File: src/rtl/lsu_pkg.sv
// Load/store types and the writeback entry record. The LSU, the decoder and
// the MEM/WB stage all import this package.
package lsu_pkg;

    localparam int LSU_XLEN       = 64;
    localparam int LSU_REG_ADDR_W = 5;

    localparam logic [2:0] LSU_LB  = 3'b000;
    localparam logic [2:0] LSU_LH  = 3'b001;
    localparam logic [2:0] LSU_LW  = 3'b010;
    localparam logic [2:0] LSU_LD  = 3'b011;
    localparam logic [2:0] LSU_LBU = 3'b100;
    localparam logic [2:0] LSU_LHU = 3'b101;
    localparam logic [2:0] LSU_LWU = 3'b110;

    typedef struct packed {
        logic [LSU_XLEN-1:0]       pc;
        logic [LSU_REG_ADDR_W-1:0] rd;
        logic                      wen;
        logic [LSU_XLEN-1:0]       wdata;
        logic                      err;
    } wb_entry_t;

endpackage

File: src/rtl/load_extend.sv
// Picks the addressed bytes out of the LSU doubleword, sign- or zero-extends
// them by funct3 and flags misaligned or illegal load types.
module load_extend
    import lsu_pkg::*;
(
    input  logic [LSU_XLEN-1:0] rdata,
    input  logic [2:0]          addr_lo,
    input  logic [2:0]          lsu_type,
    output logic [LSU_XLEN-1:0] data,
    output logic                err
);

    logic [LSU_XLEN-1:0] shifted;

    assign shifted = rdata >> {addr_lo, 3'b000};

    always_comb begin
        data = '0;
        err  = 1'b0;
        unique case (lsu_type)
            LSU_LB:  data = {{56{shifted[7]}}, shifted[7:0]};
            LSU_LBU: data = {56'd0, shifted[7:0]};
            LSU_LH: begin
                err  = addr_lo[0];
                data = {{48{shifted[15]}}, shifted[15:0]};
            end
            LSU_LHU: begin
                err  = addr_lo[0];
                data = {48'd0, shifted[15:0]};
            end
            LSU_LW: begin
                err  = |addr_lo[1:0];
                data = {{32{shifted[31]}}, shifted[31:0]};
            end
            LSU_LWU: begin
                err  = |addr_lo[1:0];
                data = {32'd0, shifted[31:0]};
            end
            LSU_LD: begin
                err  = |addr_lo;
                data = shifted;
            end
            default: err = 1'b1;
        endcase
        // A faulting load must never leak partial data toward the register file.
        if (err) begin
            data = '0;
        end
    end

endmodule

File: src/rtl/mem_wb_stage.sv
// MEM->WB pipeline stage: load alignment/extension followed by a main register
// and a skid register so in_ready never depends combinationally on out_ready.
module mem_wb_stage
    import lsu_pkg::*;
#(
    parameter int XLEN       = LSU_XLEN,
    parameter int REG_ADDR_W = LSU_REG_ADDR_W
) (
    input  logic                  clock,
    input  logic                  reset,
    input  logic                  flush,
    input  logic                  in_valid,
    output logic                  in_ready,
    input  logic [XLEN-1:0]       in_pc,
    input  logic [REG_ADDR_W-1:0] in_rd,
    input  logic                  in_wen,
    input  logic                  in_is_load,
    input  logic [2:0]            in_lsu_type,
    input  logic [2:0]            in_addr_lo,
    input  logic [XLEN-1:0]       in_rdata,
    input  logic [XLEN-1:0]       in_alu_result,
    output logic                  out_valid,
    input  logic                  out_ready,
    output logic [XLEN-1:0]       out_pc,
    output logic [REG_ADDR_W-1:0] out_rd,
    output logic                  out_wen,
    output logic [XLEN-1:0]       out_wdata,
    output logic                  out_err
);

    logic [LSU_XLEN-1:0] ext_data;
    logic                ext_err;
    wb_entry_t           in_entry;
    wb_entry_t           main_reg;
    wb_entry_t           skid_reg;
    logic                main_valid_reg;
    logic                skid_valid_reg;
    logic                in_fire;
    logic                out_fire;

    load_extend u_load_extend (
        .rdata    (in_rdata),
        .addr_lo  (in_addr_lo),
        .lsu_type (in_lsu_type),
        .data     (ext_data),
        .err      (ext_err)
    );

    always_comb begin
        in_entry.pc = in_pc;
        in_entry.rd = in_rd;
        if (in_is_load) begin
            in_entry.wdata = ext_data;
            in_entry.err   = ext_err;
            in_entry.wen   = in_wen & ~ext_err;
        end else begin
            in_entry.wdata = in_alu_result;
            in_entry.err   = 1'b0;
            in_entry.wen   = in_wen;
        end
    end

    assign in_ready = ~skid_valid_reg;
    assign in_fire  = in_valid & in_ready;
    assign out_fire = main_valid_reg & out_ready;

    // main_reg only changes when it is empty or being consumed, so the
    // outputs stay stable for the whole time the consumer stalls.
    always_ff @(posedge clock) begin
        if (reset) begin
            main_reg       <= '0;
            skid_reg       <= '0;
            main_valid_reg <= 1'b0;
            skid_valid_reg <= 1'b0;
        end else if (flush) begin
            main_valid_reg <= 1'b0;
            skid_valid_reg <= 1'b0;
        end else if (out_fire && skid_valid_reg) begin
            main_reg       <= skid_reg;
            skid_valid_reg <= in_fire;
            if (in_fire) begin
                skid_reg <= in_entry;
            end
        end else if (in_fire && (!main_valid_reg || out_fire)) begin
            main_reg       <= in_entry;
            main_valid_reg <= 1'b1;
        end else if (in_fire) begin
            skid_reg       <= in_entry;
            skid_valid_reg <= 1'b1;
        end else if (out_fire) begin
            main_valid_reg <= 1'b0;
        end
    end

    assign out_valid = main_valid_reg;
    assign out_pc    = main_reg.pc;
    assign out_rd    = main_reg.rd;
    assign out_wen   = main_reg.wen;
    assign out_wdata = main_reg.wdata;
    assign out_err   = main_reg.err;

endmodule

File: config.mk
export PLATFORM = sky130hd
export DESIGN_NAME = mem_wb_stage
export DESIGN_NICKNAME = d
export VERILOG_FILES = /design/src/rtl/lsu_pkg.sv /design/src/rtl/load_extend.sv /design/src/rtl/mem_wb_stage.sv
export SDC_FILE = /design/constraint.sdc
export NUM_CORES = 1
export LEC_CHECK = 0
export CORE_UTILIZATION = 50
export DETAILED_ROUTE_END_ITERATION = 12
export GPL_TIMING_DRIVEN = 0
export PLACE_DENSITY = 0.92
export SLEW_MARGIN = 20
export SYNTH_ARGS = -nofsm -noshare
export SYNTH_HDL_FRONTEND = slang
export SYNTH_SLANG_ARGS = --single-unit
File: constraint.sdc
create_clock -name clock -period 2.35 [get_ports clock]
set_input_delay 0.235 -clock clock [delete_from_list [all_inputs] [get_ports clock]]
set_output_delay 0.235 -clock clock [all_outputs]
set_load 0.01 [all_outputs]
==> metrics.md <==
| Metric | Value |
|---|---|
| Final Hold Viols | `0` |
| Seq/Total Area, Yosys | `0.387` |
| First-pass iteration count of the detailed router | `7` |
| Placer Congestion | `1.02` |
| Initial antenna violation count | `4` |
| Max Clk Rate | `0.437 GHz` |
| Final Non-Filler Cells | `2578` |
| P per Cell Area | `598 nW/um^2` |
| I/O pin cnt | `347` |
| Synth Area in XOR/XNOR | `0` |
| Routed Antenna Nets | `0` |
| Root Buffer | `clkbuf_16` |
| Worst slew pin tran | `1.10 ns` |
| # DRC | `0` |
| Max-Cap Viols | `0` |
| CP top delay family | `simple AND/OR/NAND/NOR gates` |
| Number of global-route vias before repair | `15601` |
| Yosys reg bits | `272` |
| CP required | `2.81 ns` |
| Layout fillers | `2276` |
| Reg2reg path depth | `6` |
| Outcome | `complete, no violations` |
| Number of synthesized flops with an enable pin | `0` |
| Clk sink count | `272` |
| Crit path arrival time | `2.75 ns` |
| Setup slack, reg-to-reg | `0.07 ns` |
| Post-Syn Area | `14100 um^2` |
| Worst path cell trace | `clkdlybuf4s50_1 > inv_1 > or4b_4 > clkbuf_1 > nor3_1 > a211oi_1 > o31ai_1` |
| Buffers on Ports | `344` |
| Min-Delay Startpoint | `in_pc[56]` |
| Crit Reg-Reg Endpoint | `out_wdata[46]$_SDFFE_PP0P_` |
| Worst path bufs/invs | `3` |
| HP Class | `in -> reg` |
| Final setup vio count | `0` |
| GRT overflow | `0` |
| CTS Buffer Depth | `3` |
| DR vias | `16072` |
| CTS clk-pin slew, worst paths | `0.07 ns` |
| Max incr delay on CP | `0.60 ns` |
| Power Total | `11.3 mW` |
| GRT Util Overall | `0.384` |
| Pin count of the biggest net entering global routing | `14` |
| Placed instance count | `2521` |
| Max-slew violation count | `0` |
| Worst Skew | `0.0133 ns` |
| Min Clock Period, post-route | `2.29 ns` |
| Initial Util | `0.507` |
| Detailed placement HPWL | `42.5 mm` |
| Kind of critical path | `in -> reg` |
| Slowest CP cell | `clkdlybuf4s50_1` |
| Worst R2R Start | `out_valid$_SDFFE_PP0P_` |
| DR vias/cell | `6.23` |
| Fin crit share | `0.974` |
| WL final | `56.9 mm` |
| Primary FF master, synth | `dfxtp_1` |
| Post-Synth Adder-Cell Area | `0` |
| Wire length per cell | `22.1 um` |
| Syn_nets | `2009` |
| Critical Path Start | `in_lsu_type[1]` |
| Worst vdd ir | `0.569 mV` |
| Hold Path Stages | `3` |
| TritonCTS clock tree | `done` |
| Synth unique cells | `60` |
| Post-CTS Hold Buffers | `0` |
| Max reg flops | `135` |
| Layout cells sized above 1 | `0.0828` |
| Yosys warnings | `0` |
| Mux contribution to synthesized area | `0.0799` |
| H-Tree Depth | `1` |
| CTS Buf Count | `28` |
| Avg Cell Area, Syn | `7.83 um^2` |
| Post-synth ARST share | `0` |
| Post-Synth Simple-Gate Area | `0.264` |
| Die width | `170 um` |
| Area delta synth->final | `34.7%` |
| Row count | `61` |
| Die Y | `170 um` |
| Core Box Area | `27800 um^2` |
| Static leakage | `6.86 nW` |
| Die Area | `28800 um^2` |
| CP Capture Type | `flop` |
| Mapped Cells | `1799` |
| Largest family of logic cells by synthesized area | `simple AND/OR/NAND/NOR gates` |
| First-pass GRT wire length | `86.3 mm` |
| CP max FO | `10` |
| Clock Latency Late Sink | `0.56 ns` |
| Initial drt markers | `2171` |
| Synth Area in Compound Gates | `0.211` |
| CP Launch Type | `input pin` |
| WHS Endpoint | `skid_reg[127]$_SDFFE_PP0P_` |
| Slew headroom | `0.257` |
| Net count, final | `2386` |
-- layout make-up --
| type | count | area (um^2) | area share |
|---|---|---|---|
| antenna | 3 | 7.51 | 0.000396 |
| buffer | 173 | 843 | 0.0444 |
| inverter | 6 | 22.5 | 0.00119 |
| clock buffer | 43 | 798 | 0.0421 |
| clock inverter | 8 | 65.1 | 0.00343 |
| timing repair buffer | 348 | 3470 | 0.183 |
| tap | 378 | 473 | 0.0249 |
| multi-input combinational | 1347 | 7850 | 0.414 |
| sequential | 272 | 5450 | 0.287 |
-- layout by cell type (no fill, tap or decap), types with 6 or more instances in the layout --
| cell | n |
|---|---|
| nand2_1 | 401 |
| clkdlybuf4s50_1 | 342 |
| dfxtp_1 | 272 |
| nor2_1 | 197 |
| a21oi_1 | 120 |
| clkbuf_1 | 105 |
| nor3_1 | 90 |
| nor2b_1 | 72 |
| a311oi_1 | 69 |
| mux2i_1 | 45 |
| o21ai_0 | 45 |
| a211oi_1 | 32 |
| o41ai_1 | 29 |
| clkbuf_16 | 29 |
| nand3_1 | 28 |
| a22oi_1 | 27 |
| buf_2 | 25 |
| clkbuf_2 | 22 |
| mux4_2 | 22 |
| buf_4 | 17 |
| mux2_2 | 16 |
| a2111oi_0 | 16 |
| a32o_1 | 15 |
| nand4_1 | 13 |
| o31ai_1 | 12 |
| o221ai_1 | 11 |
| buf_6 | 10 |
| a211oi_2 | 10 |
| nor4_1 | 9 |
| and3_1 | 8 |
| buf_1 | 7 |
| clkinv_2 | 7 |
| inv_1 | 6 |
-- cells by family after synthesis --
kind of cell           after synthesis
AO/OA/AOI/OAI                      416
buffers and inverters              180
flip-flops                         272
multiplexers                        83
AND/OR/NAND/NOR                    848
-- cell usage after synthesis, types with 3 or more instances --
library cell / n / area, um^2
a2111oi_0: 16 / 140
a211o_1: 5 / 43.8
a211oi_1: 33 / 248
a211oi_2: 9 / 113
a21oi_1: 120 / 601
a22oi_1: 27 / 203
a2bb2oi_1: 3 / 26.3
a311oi_1: 69 / 604
a31oi_1: 3 / 18.8
a32o_1: 15 / 150
and2_1: 4 / 25.0
and3_1: 9 / 56.3
buf_1: 10 / 37.5
buf_2: 23 / 115
buf_4: 14 / 105
buf_6: 9 / 101
clkbuf_1: 118 / 443
dfxtp_1: 272 / 5450
inv_1: 6 / 22.5
mux2_2: 16 / 180
mux2i_1: 45 / 450
mux4_2: 22 / 495
nand2_1: 401 / 1510
nand3_1: 28 / 140
nand4_1: 13 / 81.3
nor2_1: 198 / 743
nor2b_1: 72 / 450
nor3_1: 90 / 450
nor4_1: 10 / 62.6
o21ai_0: 47 / 235
o221ai_1: 11 / 96.3
o22ai_1: 5 / 31.3
o31ai_1: 12 / 90.1
o41ai_1: 29 / 254
or3_1: 4 / 25.0
-- repair_timing --
item	in CTS	in global routing
pin swaps	0	1
setup endpoints to repair	258	196
setup buffers	0	4
gates resized for setup	24	33
-- metrics by stage --
| step | hold WS, ns | TNS (ns) | cell area, um^2 | worst slack, ns | utilization |
|---|---|---|---|---|---|
| global route | 0.270 | -0.0343 | 19000 | -0.00941 | 0.683 |
| finish | 0.267 | 0 | 19000 | 0.0603 | 0.683 |
| CTS | 0.262 | 0 | 18900 | 0.0350 | 0.681 |
| floorplan | 0.314 | 0 | 14100 | 0.355 | - |
| detailed placement | 0.441 | -156.26 | 18000 | -0.850 | 0.648 |
| global placement | 0.434 | -143.15 | 18000 | -0.872 | 0.648 |
-- tightest hold or removal path, delay by kind of cell --
| family | cells | cell delay, ns |
|---|---|---|
| compound gates | 1 | 0.05 |
| buf+inv | 1 | 0.42 |
| simple gates | 1 | 0.06 |
-- layer usage --
layer | track usage | share of wire
met5 | 0 | 0
met4 | 0.209 | 0.062
met3 | 0.101 | 0.11
met2 | 0.596 | 0.44
met1 | 0.486 | 0.39
-- power by group --
part	switching (mW)	internal [mW]
Sequential	0.0999	4.77
Clock	1.88	2.44
Combinational	1.14	1.01
-- worst max-delay path by stage --
stage                                  to  depth (start not counted)
6_report        skid_reg[53]$_SDFFE_PP0P_                          7
5_1_grt        out_wdata[58]$_SDFFE_PP0P_                          6
4_1_cts           out_pc[53]$_SDFFE_PP0P_                          6
3_5_place_dp      out_pc[10]$_SDFFE_PP0P_                          8
3_3_place_gp    out_wdata[7]$_SDFFE_PP0P_                          8
2_1_floorplan  out_wdata[26]$_SDFFE_PP0P_                          9
No activity file was read; power rests on OpenSTA's default activity.
==> variant 1: new RTL, config.mk and constraints unchanged <==
Put a register stage on the output `out_err`, with the module's reset. The value now appears one clock later. The other outputs are not delayed to match.
--- a/src/rtl/mem_wb_stage.sv
+++ b/src/rtl/mem_wb_stage.sv
@@ -97,7 +97,13 @@
     assign out_rd    = main_reg.rd;
     assign out_wen   = main_reg.wen;
     assign out_wdata = main_reg.wdata;
-    assign out_err   = main_reg.err;
+    always_ff @(posedge clock) begin
+        if (reset) begin
+            out_err <= '0;
+        end else begin
+            out_err <= main_reg.err;
+        end
+    end
 
 endmodule
 
Formal check against the unedited RTL: not equivalent (a bounded check fails within 4 cycles, from zero or initial values and one cycle with reset high).
==> variant 1 against the original RTL <==
  * Sequential cell count rose by 1
  * Setup slack improved by 0.032 ns
  * Cell area rose by 4.1%
  * Power rose by 3.3%
  * Area after synthesis rose by 5.7%
  * Routed wire length barely moved
  * Sequential share of layout area fell by 1.0 points
  * Critical path type is now register to register
  * Largest cell class unchanged
  * Highest routed layer unchanged
==> variant 1: results (changes against the original RTL) <==
| Metric | Value |
|---|---|
| Status | `completed` |
| DRT iter0 DRCs | `1753 (-19%)` |
| Port Buf Inserts | `342 (-0.58%)` |
| Final Cell Area | `19800 um^2 (+4.1%)` |
| Sequential Power Share | `41.7% (-1.2 points)` |
| Multi-input gate area | `7630 um^2 (-2.8%)` |
| Post-DP HPWL | `43.4 mm (+2.2%)` |
| Reg-to-reg critical path startpoint | `skid_valid_reg` |
| Final hold slack | `0.267 ns (+0.000732 ns)` |
| Synth area leaders | `dfxtp_1 (37%), nand2_1 (9.8%), buf_4 (7.3%)` |
| Non-clk bufs | `645 (+24%)` |
| Drt first pass iters | `8 (+1)` |
| Min-Delay Endpoint | `skid_reg[114]` |
| CP max stage cell | `o41ai_1` |
| Total routed wirelength | `56.9 mm (about the same)` |
| Non-CTS inverters | `5 (-1)` |
| Met2 usage | `60.5% (+0.89 points)` |
| Startpoint Class | `register` |
| Peak VDD IR | `0.507 mV (-11%)` |
| Per-cell routed wire length | `21.6 um (-2.2%)` |
| Placed Instance Area | `18800 um^2 (+4.4%)` |
| Clock buf count | `42 (-2.3%)` |
| Switching Fraction | `27.1% (-0.51 points)` |
| Num CTS Buffers | `27 (-3.6%)` |
| GPL Wtd Cong | `1.01 (-1.9%)` |
| Post-synthesis sequential area ratio | `36.7% (-2.0 points)` |
| WL met3 | `6.06 mm (-6.7%)` |
| Combinational Power | `2.36 mW (+9.8%)` |
| Grt met1 use | `44.7% (-3.9 points)` |
| CP top delay family | `compound AO/OA/AOI/OAI gates` |
| Antenna diode count | `2 (-1)` |
| Tot GR Track Use | `36.3% (-2.1 points)` |
| Met3 usage | `7.48% (-2.6 points)` |
| Vias in the first global route | `15800 (+0.96%)` |
| Setup WS pre-CTS | `-0.599 ns (+0.251 ns)` |
| Flop-to-flop setup slack | `0.09 ns (+0.02 ns)` |
| Mux contribution to synthesized area | `8.11% (+0.12 points)` |
| Share of cells above drive strength 1 | `16.2% (+7.9 points)` |
| Worst clock skew | `0.0270 ns (+0.0138 ns)` |
| Initial antenna violation count | `1 (-3)` |
| Via-to-Cell Ratio | `6.07 (-2.7%)` |
| Largest net degree at the start of global routing | `15 (+1)` |
| Met1 Wirelength | `21.3 mm (-2.6%)` |
| Reg2reg end | `out_wdata[29]` |
| Layout fillers | `2267 (-0.40%)` |
| Post-layout nets | `2441 (+2.3%)` |
variant 1: cell count changes after synthesis, moves of 21 or more:
| cell | before | now |
|---|---|---|
| nor2_1 | 198 | 160 |
| nor3_1 | 90 | 35 |
| a41oi_1 | 1 | 25 |
| o41ai_1 | 29 | 7 |
| a21oi_1 | 120 | 184 |
| buf_4 | 14 | 145 |
| a22oi_1 | 27 | 0 |
| nor2b_1 | 72 | 29 |
| mux2_2 | 16 | 37 |
| o21ai_1 | 1 | 22 |
variant 1: worst max path at each step:
stage	endpoint	slack (ns)	cells past startpoint
final	out_wdata[29]	0.09	7
after global routing	out_pc[47]	-0.01	6
after CTS	out_pc[63]	0.01	6
after detailed placement	out_pc[50]	-0.60	7
after global placement	out_pc[45]	-0.50	7
after floorplan	out_wdata[0]	0.49	8
variant 1: what timing repair did:
item	4_1_cts	5_1_grt
endpoints found under the setup margin	94	140
pin swaps	0	1
setup buffers	0	1
resized for setup	7	25
==> variant 2: new RTL, same flow settings <==
Made on the original files. Reset style: asynchronous (`reset`), changed in one clocked block.
--- a/src/rtl/mem_wb_stage.sv
+++ b/src/rtl/mem_wb_stage.sv
@@ -66,7 +66,7 @@
 
     // main_reg only changes when it is empty or being consumed, so the
     // outputs stay stable for the whole time the consumer stalls.
-    always_ff @(posedge clock) begin
+    always_ff @(posedge clock or posedge reset) begin
         if (reset) begin
             main_reg       <= '0;
             skid_reg       <= '0;
Behaviour: not the same (Yosys sat finds a counterexample within 4 cycles, from zero or initial values and one cycle with reset high; the reset may be asserted at any time).
==> variant 2 against the original RTL <==
  * Critical path depth increased by 6
  * Setup slack got worse by 0.019 ns
  * Sequential power up 31%
  * Non-clock buffer count fell by 4
  * Power up 32%
  * Routed wire length is 3.7% higher
  * Critical endpoint is now out_wdata[1]
  * Sequential cell count is the same
  * Area after synthesis increased by 2.5%
  * Highest routed layer unchanged
  * Cell area grew 5.6%
==> variant 2: results (changes against the original RTL) <==
| Metric | Value |
|---|---|
| Status | `completed` |
| Post-DP HPWL | `43.8 mm (+3.1%)` |
| DR vias | `15600 (-3.0%)` |
| Post-layout nets | `2284 (-4.3%)` |
| Synthesized instance count | `1675 (-6.9%)` |
| Placed Instance Area | `18500 um^2 (+2.8%)` |
| Post-synthesis sequential area ratio | `47.1% (+8.5 points)` |
| Largest net degree at the start of global routing | `36 (+22)` |
| Mapped Nets | `1885 (-6.2%)` |
| Clk buf depth | `3 (unchanged)` |
| Placed Instances | `2404 (-4.6%)` |
| Synth top cells by count | `nand2_1 (497), dfrtp_1 (272), nor2_1 (149), clkbuf_1 (102), a31oi_1 (95)` |
| Setup crit start | `in_addr_lo[0]` |
| Tot GR Track Use | `39.5% (+1.1 points)` |
| Synth warn | `0 (unchanged)` |
| Slew HR | `39.2% (+14 points)` |
| Synth Flop Type | `dfrtp_1` |
| Drt first pass iters | `6 (-1)` |
| Reg-to-reg critical path startpoint | `skid_valid_reg` |
| Port Buf Inserts | `343 (-0.29%)` |
| Non-Filler Instances | `2474 (-4.0%)` |
| Max stage delay on crit path | `0.50 ns (-0.10 ns)` |
| Final setup fails | `0 (unchanged)` |
| Worst Path Max Fanout | `10 (unchanged)` |
| Worst-path clk slew | `0.06 ns` |
| CP max stage cell | `clkdlybuf4s50_1` |
| Clock Latency Late Sink | `0.56 ns (about the same)` |
| First-pass GRT wire length | `87.8 mm (+1.8%)` |
| GPL Wtd Cong | `0.996 (-2.8%)` |
| Max FFs per register | `135 (unchanged)` |
| Peak VDD IR | `0.715 mV (+26%)` |
| Initial antenna violation count | `2 (-2)` |
| CP top delay family | `buffers and inverters` |
| Root Buffer | `clkbuf_16` |
| Synth cell types | `56 (-6.7%)` |
| Hold Path Class | `primary input to async pin` |
| Arr. time, crit path | `2.75 ns (about the same)` |
| Leakage Power | `8.75 nW (+27%)` |
| Count leader, synth | `nand2_1` |
| Share of cells above drive strength 1 | `11.3% (+3.0 points)` |
| Setup WS pre-CTS | `-0.993 ns (-0.143 ns)` |
| H-tree levels | `1 (unchanged)` |
| Total routed wirelength | `58.9 mm (+3.7%)` |
| DRT iter0 DRCs | `1929 (-11%)` |
| Num CTS Buffers | `27 (-3.6%)` |
| Synth area leaders | `dfrtp_1 (47%), nand2_1 (13%), a31oi_1 (4.1%)` |
| Worst clock skew | `0.0218 ns (+0.00856 ns)` |
| Layout fillers | `2077 (-8.7%)` |
| Vias in the first global route | `15100 (-2.9%)` |
| Ys async rst share | `100% (+100 points)` |
-- variant 2: timing repair --
action                     4_1_cts  5_1_grt
buffers inserted                10       10
cloned                           1        0
resized for setup               77       66
pin swaps                        0        5
setup endpoints to repair      210      157
-- variant 2: power breakdown --
part           total, mW  switching, mW  internal, mW  leakage [nW]
registers           6.38          0.668          5.71          3.34
logic               4.09           2.05          2.03          4.96
clock network       4.49           1.91          2.57         0.443
total               14.9           4.63          10.3          8.75
-- variant 2: cell families (layout without fill, tap and decap cells) --
logic type	after synthesis	count (layout)	synth area share, %
buf+inv	154	573	4.97
mux	91	91	8.11
other cells	0	2	0
simple gates	757	757	21.5
flops	272	272	47.1
compound gates	401	401	18.3
-- variant 2: layer usage --
layer / routed length (um) / global-route usage [%]
met1: 21700 / 49.8
met2: 27300 / 63.7
met3: 6330 / 8.31
met4: 3630 / 21.6
met5: 0 / 0
-- variant 2: final cells by class --
| class | count | area (um^2) | area share (%) |
|---|---|---|---|
| Tap cell | 378 | 473 | 2.36 |
| Clock inverter | 6 | 95.1 | 0.474 |
| Inverter | 7 | 30.0 | 0.150 |
| Clock buffer | 43 | 806 | 4.02 |
| Buffer | 145 | 758 | 3.78 |
| Antenna cell | 2 | 5.00 | 0.0250 |
| Timing Repair Buffer | 372 | 3780 | 18.8 |
| Multi-Input combinational cell | 1249 | 7290 | 36.4 |
| Sequential cell | 272 | 6810 | 34.0 |
-- variant 2: final timing paths --
kind | endpoint | slack [ns] | cells after the start
max | out_wdata[1] | 0.04 | 13
min | skid_reg[3] | 0.10 | 2
max reg2reg | skid_reg[25] | 0.04 | 7
min reg2reg | skid_reg[123] | 0.48 | 2
max in group asynchronous | out_wdata[42] | 1.18 | 5
min in group clock | skid_reg[89] | 0.24 | 3
